==> src/rtl/stopwatch_timer_core_if.sv <==
// Control, preset and time-field bundle for stopwatch_timer_core.
// master drives run/clear/mode/load/ld_*; slave (the core) drives the time fields and status.
interface stopwatch_timer_core_if #(
  parameter int SUB_COUNT  = 100,
  parameter int HOUR_COUNT = 24
);
  localparam int SW = $clog2(SUB_COUNT);
  localparam int HW = $clog2(HOUR_COUNT);

  logic          run;
  logic          clear;
  logic          mode;
  logic          load;
  logic [HW-1:0] ld_hour;
  logic [5:0]    ld_min;
  logic [5:0]    ld_sec;

  logic [SW-1:0] sub;
  logic [5:0]    sec;
  logic [5:0]    min;
  logic [HW-1:0] hour;
  logic          tick;
  logic          rollover;
  logic          done;
  logic          expired;

  modport master (
    output run, clear, mode, load, ld_hour, ld_min, ld_sec,
    input  sub, sec, min, hour, tick, rollover, done, expired
  );

  modport slave (
    input  run, clear, mode, load, ld_hour, ld_min, ld_sec,
    output sub, sec, min, hour, tick, rollover, done, expired
  );
endinterface

==> src/rtl/stopwatch_timer_core.sv <==
// Stopwatch / countdown timer: prescaled sub-second steps with a full
// single-edge carry/borrow ripple through sub, sec, min and hour.
module stopwatch_timer_core #(
  parameter int TICK_DIV   = 1_000_000,
  parameter int SUB_COUNT  = 100,
  parameter int HOUR_COUNT = 24
) (
  input  logic                  clk,
  input  logic                  rst,
  stopwatch_timer_core_if.slave bus
);
  localparam int SW = $clog2(SUB_COUNT);
  localparam int HW = $clog2(HOUR_COUNT);
  localparam int PW = $clog2(TICK_DIV);

  localparam logic [PW-1:0] PRE_MAX  = PW'(TICK_DIV - 1);
  localparam logic [SW-1:0] SUB_MAX  = SW'(SUB_COUNT - 1);
  localparam logic [HW-1:0] HOUR_MAX = HW'(HOUR_COUNT - 1);
  localparam logic [5:0]    SIX_MAX  = 6'd59;

  logic [PW-1:0] pre_q;
  logic [SW-1:0] sub_q;
  logic [5:0]    sec_q;
  logic [5:0]    min_q;
  logic [HW-1:0] hour_q;
  logic          tick_q;
  logic          rollover_q;
  logic          done_q;
  logic          expired_q;

  logic          counting;
  logic          step;

  logic [SW-1:0] up_sub, dn_sub;
  logic [5:0]    up_sec, dn_sec;
  logic [5:0]    up_min, dn_min;
  logic [HW-1:0] up_hour, dn_hour;
  logic          up_wrap;
  logic          now_zero;
  logic          dn_zero;

  logic [HW-1:0] sat_hour;
  logic [5:0]    sat_min;
  logic [5:0]    sat_sec;

  assign counting = bus.run && !expired_q;
  assign step     = counting && (pre_q == PRE_MAX);

  // Next values for one step in each direction; selected by mode at the register.
  always_comb begin
    logic sub_top, sec_top, min_top, hour_top;
    logic sub_bot, sec_bot, min_bot, hour_bot;

    sub_top  = (sub_q  == SUB_MAX);
    sec_top  = (sec_q  == SIX_MAX);
    min_top  = (min_q  == SIX_MAX);
    hour_top = (hour_q == HOUR_MAX);
    sub_bot  = (sub_q  == '0);
    sec_bot  = (sec_q  == '0);
    min_bot  = (min_q  == '0);
    hour_bot = (hour_q == '0);

    up_sub  = sub_top ? '0 : sub_q + SW'(1);
    up_sec  = sec_q;
    up_min  = min_q;
    up_hour = hour_q;
    if (sub_top) up_sec = sec_top ? '0 : sec_q + 6'd1;
    if (sub_top && sec_top) up_min = min_top ? '0 : min_q + 6'd1;
    if (sub_top && sec_top && min_top) up_hour = hour_top ? '0 : hour_q + HW'(1);
    up_wrap = sub_top && sec_top && min_top && hour_top;

    dn_sub  = sub_bot ? SUB_MAX : sub_q - SW'(1);
    dn_sec  = sec_q;
    dn_min  = min_q;
    dn_hour = hour_q;
    if (sub_bot) dn_sec = sec_bot ? SIX_MAX : sec_q - 6'd1;
    if (sub_bot && sec_bot) dn_min = min_bot ? SIX_MAX : min_q - 6'd1;
    if (sub_bot && sec_bot && min_bot) dn_hour = hour_bot ? HOUR_MAX : hour_q - HW'(1);

    now_zero = sub_bot && sec_bot && min_bot && hour_bot;
    dn_zero  = (dn_sub == '0) && (dn_sec == '0) && (dn_min == '0) && (dn_hour == '0);
  end

  // Preset saturation; the extra bit keeps the hour compare exact when HOUR_COUNT is a power of two.
  always_comb begin
    sat_hour = bus.ld_hour;
    sat_min  = bus.ld_min;
    sat_sec  = bus.ld_sec;
    if ({1'b0, bus.ld_hour} >= (HW+1)'(HOUR_COUNT)) sat_hour = HOUR_MAX;
    if (bus.ld_min > SIX_MAX) sat_min = SIX_MAX;
    if (bus.ld_sec > SIX_MAX) sat_sec = SIX_MAX;
  end

  always_ff @(posedge clk or posedge rst) begin
    if (rst) begin
      pre_q      <= '0;
      sub_q      <= '0;
      sec_q      <= '0;
      min_q      <= '0;
      hour_q     <= '0;
      tick_q     <= 1'b0;
      rollover_q <= 1'b0;
      done_q     <= 1'b0;
      expired_q  <= 1'b0;
    end else begin
      tick_q     <= 1'b0;
      rollover_q <= 1'b0;
      done_q     <= 1'b0;
      if (bus.clear) begin
        pre_q     <= '0;
        sub_q     <= '0;
        sec_q     <= '0;
        min_q     <= '0;
        hour_q    <= '0;
        expired_q <= 1'b0;
      end else if (bus.load) begin
        pre_q     <= '0;
        sub_q     <= '0;
        sec_q     <= sat_sec;
        min_q     <= sat_min;
        hour_q    <= sat_hour;
        expired_q <= 1'b0;
      end else begin
        if (counting) pre_q <= step ? '0 : pre_q + PW'(1);
        if (!bus.mode) expired_q <= 1'b0;
        if (step) begin
          if (!bus.mode) begin
            tick_q     <= 1'b1;
            rollover_q <= up_wrap;
            sub_q      <= up_sub;
            sec_q      <= up_sec;
            min_q      <= up_min;
            hour_q     <= up_hour;
          end else if (now_zero) begin
            // Already at zero: halt instead of wrapping, no step applied.
            expired_q <= 1'b1;
          end else begin
            tick_q <= 1'b1;
            sub_q  <= dn_sub;
            sec_q  <= dn_sec;
            min_q  <= dn_min;
            hour_q <= dn_hour;
            if (dn_zero) begin
              done_q    <= 1'b1;
              expired_q <= 1'b1;
            end
          end
        end
      end
    end
  end

  assign bus.sub      = sub_q;
  assign bus.sec      = sec_q;
  assign bus.min      = min_q;
  assign bus.hour     = hour_q;
  assign bus.tick     = tick_q;
  assign bus.rollover = rollover_q;
  assign bus.done     = done_q;
  assign bus.expired  = expired_q;
endmodule

==> src/flat_wrapper.sv <==
// flat-port wrapper written by rule: the top's interface ports become plain ports
module stopwatch_timer_core_flat 
#(
  parameter int TICK_DIV   = 1_000_000,
  parameter int SUB_COUNT  = 100,
  parameter int HOUR_COUNT = 24
)
  (clk, rst, bus_run, bus_clear, bus_mode, bus_load, bus_ld_hour, bus_ld_min, bus_ld_sec, bus_sub, bus_sec, bus_min, bus_hour, bus_tick, bus_rollover, bus_done, bus_expired);
  stopwatch_timer_core_if #(.SUB_COUNT(SUB_COUNT), .HOUR_COUNT(HOUR_COUNT)) bus_i ();
  input  logic clk;
  input  logic rst;
  input wire logic [$bits(bus_i.run)-1:0] bus_run;
  input wire logic [$bits(bus_i.clear)-1:0] bus_clear;
  input wire logic [$bits(bus_i.mode)-1:0] bus_mode;
  input wire logic [$bits(bus_i.load)-1:0] bus_load;
  input wire logic [$bits(bus_i.ld_hour)-1:0] bus_ld_hour;
  input wire logic [$bits(bus_i.ld_min)-1:0] bus_ld_min;
  input wire logic [$bits(bus_i.ld_sec)-1:0] bus_ld_sec;
  output wire logic [$bits(bus_i.sub)-1:0] bus_sub;
  output wire logic [$bits(bus_i.sec)-1:0] bus_sec;
  output wire logic [$bits(bus_i.min)-1:0] bus_min;
  output wire logic [$bits(bus_i.hour)-1:0] bus_hour;
  output wire logic [$bits(bus_i.tick)-1:0] bus_tick;
  output wire logic [$bits(bus_i.rollover)-1:0] bus_rollover;
  output wire logic [$bits(bus_i.done)-1:0] bus_done;
  output wire logic [$bits(bus_i.expired)-1:0] bus_expired;
  assign bus_i.run = bus_run;
  assign bus_i.clear = bus_clear;
  assign bus_i.mode = bus_mode;
  assign bus_i.load = bus_load;
  assign bus_i.ld_hour = bus_ld_hour;
  assign bus_i.ld_min = bus_ld_min;
  assign bus_i.ld_sec = bus_ld_sec;
  assign bus_sub = bus_i.sub;
  assign bus_sec = bus_i.sec;
  assign bus_min = bus_i.min;
  assign bus_hour = bus_i.hour;
  assign bus_tick = bus_i.tick;
  assign bus_rollover = bus_i.rollover;
  assign bus_done = bus_i.done;
  assign bus_expired = bus_i.expired;
  stopwatch_timer_core #(.TICK_DIV(TICK_DIV), .SUB_COUNT(SUB_COUNT), .HOUR_COUNT(HOUR_COUNT)) u_core (.clk(clk), .rst(rst), .bus(bus_i));
endmodule
==> config.mk <==
export PLATFORM = sky130hd
export DESIGN_NAME = stopwatch_timer_core_flat
export DESIGN_NICKNAME = d
export VERILOG_FILES = /design/src/rtl/stopwatch_timer_core_if.sv /design/src/rtl/stopwatch_timer_core.sv /design/src/flat_wrapper.sv
export SDC_FILE = /design/constraint.sdc
export NUM_CORES = 1
export LEC_CHECK = 0
export BUFFER_PORTS_ARGS = -buffer_cell sky130_fd_sc_hd__clkbuf_2
export CORE_UTILIZATION = 59
export CTS_CLUSTER_SIZE = 10
export DETAILED_ROUTE_END_ITERATION = 7
export PLACE_DENSITY = 0.81
export SKIP_CTS_REPAIR_TIMING = 1
export SYNTH_ARGS = -nofsm -noshare
export SYNTH_HDL_FRONTEND = slang
export SYNTH_SLANG_ARGS = --single-unit
==> constraint.sdc <==
create_clock -name clk -period 3 [get_ports clk]
set_clock_uncertainty 0.15 [all_clocks]
set_input_delay 0.9 -clock clk [delete_from_list [all_inputs] [get_ports clk]]
set_output_delay 0.9 -clock clk [all_outputs]
set_load 0.05 [all_outputs]
==> flow_summary.ini, run 1 <==
[outcome]
status = finished clean

[sta]
max_freq_mhz = 349
final-setup-viol-count = 0
period_share = 0.956
report.final.slew_viol_count = 0
finalCriticalPeriod_ns = 2.87
hold_ws_ns = 0.394
worstMarginPinSlew_ns = 0.628
slew_headroom = 0.578
hold_violations = 0
grt_setup_unrepaired = no
finalWorstSetupSlack_ns = 0.133

[power_and_ir_drop]
leakagePower_nw = 1.92
ir_worst_vdd_mv = 0.400
p_per_area_nw_per_um2 = 492
total_power_mw = 2.16

[cts]
numClockSinks = 48
clock-root-buffer = clkbuf_8
clockBufferDepth = 2
htreeDepth = 2
path_clk_slew_ns = 0.09
clock_latency_ns = 0.31
tritoncts = built
numCtsBuffers = 5

[layout]
fin_area_um2 = 4380
nets = 572
drive_above_1_share = 0.235
num-fill-cells = 523
stdcell_count = 615
insertedDiodeCount = 0
syn_to_final_growth_pct = 14.4

[synthesis]
synth_top_area_frac = 0.314
ys_ff_latch = 48
postSynthAreaPerCell_um2 = 8.07
ys_top_cells_by_area = dfrtp_1, nor2_1, a21oi_1
synth_nets = 507
yosysWarnings = 0
synth-seq-area-share = 0.314
postSynthCellCount = 474
async_flop_share = 1.00
synth_top_area_cell = dfrtp_1
synth_edf_count = 0
synthDistinctLibCells = 79
synthesis.area_um2 = 3830
synth-main-ff-cell = dfrtp_1

[grt]
use_met2 = 0.547
grt.total_usage = 0.321
grt_max_degree = 49
grtUsageMet3 = 0.0473
gr-usage-met1 = 0.400
grt_most_used_layer = met2
gr-total-overflow = 0
grt_pass1_vias = 3585
antenna_found_initial = 0
grt_pass1_wl_mm = 16.5

[place]
dp_worst_setup_slack_ns = -0.0841
port_buffers = 50
place_area_um2 = 4270
gp_congestion = 0.876
dp_hpwl_mm = 7.72
dp.cells = 607

[route]
wl_per_cell_um = 17.5
dr.pass1.iters = 5
viasPerCell = 6.51
drt_iter0_drc = 422
drc = 0
vias = 4006
wl_mm = 10.7
drtAntennaViolNets = 0

[floorplanning]
fp.dieW_um = 82.5
die_height_um = 82.5
rows = 28
dieArea_um2 = 6810
coreArea_um2 = 6100
initial_utilization = 0.628
io_pins = 51

[worst_setup_path]
cp_max_fo = 9
critPathKind = reg2reg
cp_data_arrival_time_ns = 2.89
startpoint_type = flop
endpoint_kind = flop
ff2ff_setup_slack_ns = 0.13
required_ns = 3.02

[min_path]
hp-class = reg2reg

[job]
cap_violations = 0
[layer usage]
metal	vias up	routed length, um
li1	1869	-
met1	1868	4320
met2	222	5270
met3	47	772
met4	0	369
met5	-	0
[state kept, by name, summed over array words and instances, names as in the netlist, 5 cells and up]
signal and flops:
u_core.bus.sub 7, u_core.pre_q 20, u_core.bus.min 6, u_core.bus.sec 6, u_core.bus.hour 5
[final timing paths]
| check | from | to | cells after the start |
|---|---|---|---|
| max | u_core.bus.min[0]$_DFFE_PP0P_ | u_core.bus.sub[3]$_DFFE_PP0P_ | 10 |
| min | u_core.pre_q[5]$_DFFE_PP0P_ | u_core.pre_q[5]$_DFFE_PP0P_ | 2 |
| max reg2reg | u_core.bus.min[0]$_DFFE_PP0P_ | u_core.bus.sub[3]$_DFFE_PP0P_ | 10 |
| min reg2reg | u_core.pre_q[5]$_DFFE_PP0P_ | u_core.pre_q[5]$_DFFE_PP0P_ | 2 |
| max in group asynchronous | rst | u_core.bus.hour[0]$_DFFE_PP0P_ | 3 |
| min in group asynchronous | rst | u_core.pre_q[9]$_DFFE_PP0P_ | 3 |
[Yosys cell counts (all sizes together), types with 4 or more instances]
master and count:
nand4 9, o31ai 5, o21ai 25, and3 10
a21oi 38, nor3 24, a211oi 7, or3 6
xor2 16, xnor2 9, nand3 26, ha 10
or4 6, nand2 40, nor4 7, buf 10
a221o 4, a31oi 8, dfrtp 48, inv 22
clkbuf 20, o41ai 4, nand3b 4, nor2 54
[cell usage in the layout (no fill, tap or decap), types with 4 or more instances in the layout]
cell type | Yosys | layout
dfrtp_1 | 48 | 48
clkbuf_8 | 4 | 6
o31ai_1 | 5 | 5
nand4_1 | 9 | 9
buf_4 | 3 | 38
or3_1 | 5 | 5
o21ai_0 | 23 | 23
a21oi_2 | 5 | 5
and3_1 | 10 | 10
clkbuf_2 | 1 | 50
nor4_1 | 6 | 6
ha_1 | 10 | 10
xor2_1 | 16 | 16
nand3b_1 | 4 | 4
xnor2_1 | 9 | 9
a211oi_1 | 7 | 7
nor3_1 | 22 | 22
a31oi_1 | 7 | 7
nand3_1 | 25 | 25
a221o_1 | 4 | 4
nand2_1 | 40 | 40
a21oi_1 | 33 | 33
nor2_1 | 52 | 52
inv_1 | 22 | 21
[stage by stage]
stage | TNS, ns | util
detailed placement | -0.173 | 0.700
CTS | 0 | 0.716
global route | 0 | 0.718
finish | 0 | 0.718
global placement | -0.0391 | 0.700
floorplan | 0 | -
[report_power, final]
part / internal, mW / switching (mW)
Combinational: 0.327 / 0.653
Sequential: 0.691 / 0.0612
Clock: 0.187 / 0.236
[critical path, stage by stage (launching register included)]
cell,delay (ns)
dfrtp_1,0.40
inv_1,0.10
ha_1,0.21
nand2b_1,0.11
or4_2,0.63
nor3_2,0.21
buf_4,0.18
and3_1,0.22
o21ai_1,0.23
a21oi_1,0.25
a31oi_1,0.05
[cell families (layout without fill, tap and decap cells)]
logic type                 count (synthesis)  count (layout)  share of synthesized area
buffers and inverters                     52             118                     0.0706
DFF                                       48              48                      0.314
muxes                                      5               5                     0.0137
AOI/OAI and AO/OA                        129             129                      0.235
adders and majority gates                 10              10                     0.0327
xor gates and xnor gates                  25              25                     0.0572
and+or+nand+nor                          205             205                      0.277
[cell type report]
cell class / instances / area [um2] / share of cell area
well taps: 75 / 93.8 / 0.0214
repair buffers: 88 / 536 / 0.122
inverters: 22 / 82.6 / 0.0189
clock inverters: 2 / 15.0 / 0.00343
multi-input cells: 374 / 2370 / 0.541
flip-flops and latches: 48 / 1200 / 0.274
clock buffers: 6 / 82.6 / 0.0189
Note: power is estimated with default switching activity, not from simulation.
==> run 2, diff against run 1 <==
--- a/config.mk
+++ b/config.mk
@@ -10,6 +10,7 @@
 export CTS_CLUSTER_SIZE = 10
 export DETAILED_ROUTE_END_ITERATION = 7
 export PLACE_DENSITY = 0.81
+export REMOVE_ABC_BUFFERS = 1
 export SKIP_CTS_REPAIR_TIMING = 1
 export SYNTH_ARGS = -nofsm -noshare
 export SYNTH_HDL_FRONTEND = slang
==> run 2 against run 1 <==
  * Utilization up 0.82 points
  * Final area up 1.1%
  * Sequential share of layout area down 0.31 points
==> flow_summary.ini, run 2 (same netlist as run 1, synthesis figures left out) <==
[sta]
worstMarginPinSlew_ns = 0.653
grt_setup_unrepaired = no
report.final.slew_viol_count = 0
max_freq_mhz = 348
finalCriticalPeriod_ns = 2.87
slew_headroom = 0.562
hold_ws_ns = 0.404
final-setup-viol-count = 0
hold_violations = 0
period_share = 0.958

[cts]
clock_latency_ns = 0.30
numCtsBuffers = 5
htreeDepth = 2
clockBufferDepth = 2
path_clk_slew_ns = 0.09
numClockSinks = 48
tritoncts = built
clock-root-buffer = clkbuf_8

[place]
dp.cells = 612
place_area_um2 = 4310
port_buffers = 50
dp_hpwl_mm = 7.77
gp_congestion = 0.913

[power_and_ir_drop]
ir_worst_vdd_mv = 0.402
p_per_area_nw_per_um2 = 507
leakagePower_nw = 1.96

[worst_setup_path]
startpoint_type = flop
required_ns = 3.10
cp_max_fo = 10
timing.critical_path.slowest_stage_cell = or4_4
critPathKind = reg2reg
cp_data_arrival_time_ns = 2.97
reg2reg_to = u_core.bus.min[2]$_DFFE_PP0P_
worst_path_dominant_cell_family = simple AND/OR/NAND/NOR gates
worstPathCellList = or4b_1 -> or4_1 -> or4_4 -> a21oi_2 -> nor2_2 -> a2111oi_2 -> a21o_1
r2r-start = u_core.pre_q[12]$_DFFE_PP0P_
r2r_cells = 7
endpoint_kind = flop
cp_num_buf_inv = 0
max_stage_delay_ns = 0.54
ff2ff_setup_slack_ns = 0.13

[floorplanning]
fp.dieW_um = 82.5
io_pins = 51
die_height_um = 82.5
coreArea_um2 = 6100
dieArea_um2 = 6810
rows = 28
initial_utilization = 0.628

[route]
drtAntennaViolNets = 0
drt_iter0_drc = 347
vias = 4028
drc = 0
viasPerCell = 6.50
wl_mm = 10.4
wl_per_cell_um = 16.8
dr.pass1.iters = 6

[layout]
fin_area_um2 = 4430
seq_area_um2 = 1200
drive_above_1_share = 0.239
top_register = u_core.pre_q
multi_input_comb_area_um2 = 2360
nets = 577
insertedDiodeCount = 0
stdcell_count = 620
layout_common_cells = nor2_1, clkbuf_2, dfrtp_1
final_common_cell = nor2_1
utilization = 0.726
largest_reg_flops = 20
syn_to_final_growth_pct = 15.7
num-fill-cells = 498

[grt]
grt_pass1_vias = 3721
grt_max_degree = 33
grt.total_usage = 0.321
antenna_found_initial = 0
gr-total-overflow = 0
grt_pass1_wl_mm = 16.7

[job]
cap_violations = 0

[min_path]
hold_end = u_core.pre_q[5]$_DFFE_PP0P_
whs_path_depth = 2
hp-class = reg2reg
min-delay-start = u_core.pre_q[5]$_DFFE_PP0P_

[outcome]
status = finished clean
## run 2: layout make-up
class,count,area share
multi-input cells,374,0.532
flip-flops and latches,48,0.271
repair buffers,93,0.129
well taps,75,0.0212
clock buffers,6,0.0186
inverters,22,0.0186
clock inverters,2,0.00876
## run 2: stage by stage
step	worst slack (ns)	power (mW)	setup TNS, ns
2_1_floorplan	-0.0886	1.37	-0.122
3_3_place_gp	-0.00500	1.71	-0.00500
3_5_place_dp	-0.0690	1.73	-0.185
4_1_cts	0.155	2.23	0
5_1_grt	0.00547	2.35	0
6_report	0.127	2.25	0
## run 2: metal layers
layer / GRT usage / up-vias / share of wire
li1: - / 1876 / -
met1: 0.395 / 1894 / 0.40
met2: 0.554 / 226 / 0.48
met3: 0.0571 / 32 / 0.088
met4: 0.129 / 0 / 0.025
met5: 0.00833 / - / 0
## run 2: worst register-to-register path, stage by stage (launching register included)
cell       delay, ns
dfrtp_1         0.44
or4b_1          0.52
or4_1           0.42
or4_4           0.54
a21oi_2         0.17
nor2_2          0.11
a2111oi_2       0.35
a21o_1          0.12
## run 2: how the worst max path moves through the flow
| stage | start | to | slack [ns] | cells after the start |
|---|---|---|---|---|
| final | u_core.pre_q[12]$_DFFE_PP0P_ | u_core.bus.min[2]$_DFFE_PP0P_ | 0.13 | 7 |
| after global routing | u_core.pre_q[7]$_DFFE_PP0P_ | u_core.bus.sub[2]$_DFFE_PP0P_ | 0.005 | 6 |
| after CTS | u_core.pre_q[12]$_DFFE_PP0P_ | u_core.bus.min[2]$_DFFE_PP0P_ | 0.16 | 7 |
| after detailed placement | bus_run | u_core.bus.sec[0]$_DFFE_PP0P_ | -0.07 | 8 |
| after global placement | bus_run | u_core.bus.sec[0]$_DFFE_PP0P_ | -0.005 | 8 |
| after floorplan | u_core.bus.sub[0]$_DFFE_PP0P_ | u_core.bus.done$_DFF_PP0_ | -0.09 | 8 |
## run 2: report_power, final
part | switching, mW | internal [mW]
Clock | 0.228 | 0.273
Sequential | 0.0576 | 0.691
Combinational | 0.646 | 0.350
Total | 0.932 | 1.31
==> run 3, diff against run 2 <==
--- a/config.mk
+++ b/config.mk
@@ -5,10 +5,10 @@
 export SDC_FILE = /design/constraint.sdc
 export NUM_CORES = 1
 export LEC_CHECK = 0
-export BUFFER_PORTS_ARGS = -buffer_cell sky130_fd_sc_hd__clkbuf_2
-export CORE_UTILIZATION = 59
+export CORE_UTILIZATION = 65
 export CTS_CLUSTER_SIZE = 10
 export DETAILED_ROUTE_END_ITERATION = 7
+export DONT_BUFFER_PORTS = 1
 export PLACE_DENSITY = 0.81
 export REMOVE_ABC_BUFFERS = 1
 export SKIP_CTS_REPAIR_TIMING = 1
==> constraint.sdc (replaced) <==
create_clock -name clk -period 3 [get_ports clk]
set_clock_uncertainty 0.15 [all_clocks]
set_input_delay 0.9 -clock clk [delete_from_list [all_inputs] [get_ports clk]]
set_output_delay 0.9 -clock clk [all_outputs]
set_load 0.005 [all_outputs]
==> run 3 against run 2 <==
  * Utilization grew 1.9 points
  * Die area shrank 9.0%
  * Global-route usage grew 2.1 points
  * Flip-flop and latch count is the same
  * Via count shrank 6.5%
  * Sequential power shrank 0.9%
  * Combinational power shrank 21%
  * Register-to-register slack gained 0.04 ns
  * Wire length shrank 3.8%
  * Critical path type unchanged
  * Critical endpoint is now u_core.bus.sec[0]$_DFFE_PP0P_
  * Largest power group unchanged
  * Highest routed layer unchanged
==> flow_summary.ini, run 3 (same netlist as run 1, synthesis figures left out) <==
[power_and_ir_drop]
total_power_mw = 2.02
ir_worst_vdd_mv = 0.278
leakagePower_nw = 1.72
p_per_area_nw_per_um2 = 486

[place]
dp.cells = 556
dp_hpwl_mm = 7.37
place_area_um2 = 4030
dp_worst_setup_slack_ns = 0.0280
port_buffers = 0
gp_congestion = 0.919

[layout]
syn_to_final_growth_pct = 8.53
fin_area_um2 = 4150
utilization = 0.745
multi_input_comb_area_um2 = 2360
layout_common_cells = nor2_1, dfrtp_1, nand2_1, buf_4, a21oi_1
nets = 524
drive_above_1_share = 0.163
insertedDiodeCount = 0
num-fill-cells = 446
final_common_cell = nor2_1
stdcell_count = 564
largest_reg_flops = 20
seq_area_um2 = 1200
top_register = u_core.pre_q

[sta]
fin_tns_setup_ns = 0
slew_headroom = 0.645
finalWorstSetupSlack_ns = 0.163
worstMarginPinSlew_ns = 0.528
final-setup-viol-count = 0
grt_setup_unrepaired = no
hold_ws_ns = 0.293
max_freq_mhz = 352
period_share = 0.946
report.final.slew_viol_count = 0
hold_violations = 0
finalCriticalPeriod_ns = 2.84

[grt]
grt_max_degree = 35
grt_pass1_wl_mm = 16.6
gr-total-overflow = 0
grt.total_usage = 0.342
grt_pass1_vias = 3538
antenna_found_initial = 0

[floorplanning]
initial_utilization = 0.687
dieArea_um2 = 6200
die_height_um = 78.7
coreArea_um2 = 5570
io_pins = 51
fp.dieW_um = 78.7
rows = 27

[cts]
clockBufferDepth = 2
htreeDepth = 2
tritoncts = built
clock-root-buffer = clkbuf_8
numCtsBuffers = 5
numClockSinks = 48
clock_latency_ns = 0.32
path_clk_slew_ns = 0.10

[route]
wl_mm = 10.0
dr.pass1.iters = 5
drc = 0
vias = 3768
drtAntennaViolNets = 0
drt_iter0_drc = 437
wl_per_cell_um = 17.8
viasPerCell = 6.68

[worst_setup_path]
startpoint_type = flop
required_ns = 3.09
endpoint_kind = flop
ff2ff_setup_slack_ns = 0.16
cp_data_arrival_time_ns = 2.92
cp_max_fo = 12
critPathKind = reg2reg

[job]
cap_violations = 0

[min_path]
hp-class = in2async

[outcome]
status = finished clean
## run 3: cell count changes in the layout (fill, tap and decap cells not counted)
cell and change:
clkinv_4 -1, o21ai_2 +2, clkbuf_8 -1, inv_6 +1
clkinvlp_4 +1, buf_4 -3, o21ai_1 -2, clkbuf_2 -50
and3_1 -1, and3_2 +1
## run 3: power by group
group          total, mW  switching, mW  internal (mW)
Clock              0.492          0.241          0.251
Combinational      0.785          0.462          0.323
Sequential         0.741         0.0508          0.691
## run 3: layer usage
| metal | track usage | part of all wire | vias to the layer above | routed length (um) |
|---|---|---|---|---|
| met4 | 0.131 | 0.022 | 0 | 224 |
| met3 | 0.0483 | 0.071 | 31 | 709 |
| met2 | 0.578 | 0.49 | 189 | 4910 |
| met1 | 0.443 | 0.42 | 1773 | 4180 |
| li1 | - | - | 1775 | - |
| met5 | 0 | 0 | - | 0 |
## run 3: worst max-delay path, stage by stage (launching register included)
cell	delay, ns
dfrtp_1	0.43
or4b_1	0.50
or4_1	0.43
or4_4	0.54
a31oi_4	0.24
a21o_4	0.24
o2111ai_1	0.13
o21ai_0	0.10
## run 3: path summary, 6_finish.rpt
| kind | start | to | depth (start not counted) |
|---|---|---|---|
| min in group clk | u_core.pre_q[5]$_DFFE_PP0P_ | u_core.pre_q[5]$_DFFE_PP0P_ | 2 |
| setup reg to reg | u_core.pre_q[12]$_DFFE_PP0P_ | u_core.bus.sec[0]$_DFFE_PP0P_ | 7 |
| hold reg to reg | u_core.pre_q[5]$_DFFE_PP0P_ | u_core.pre_q[5]$_DFFE_PP0P_ | 2 |
| setup / recovery | u_core.pre_q[12]$_DFFE_PP0P_ | u_core.bus.sec[0]$_DFFE_PP0P_ | 7 |
| max in group asynchronous | rst | u_core.bus.hour[3]$_DFFE_PP0P_ | 2 |
| hold / removal | rst | u_core.pre_q[18]$_DFFE_PP0P_ | 1 |
## run 3: cell type report
class / instances / area share
multi-input cells: 374 / 0.569
well taps: 72 / 0.0217
clock inverters: 3 / 0.0111
repair buffers: 40 / 0.0723
inverters: 22 / 0.0199
flip-flops and latches: 48 / 0.289
clock buffers: 5 / 0.0166
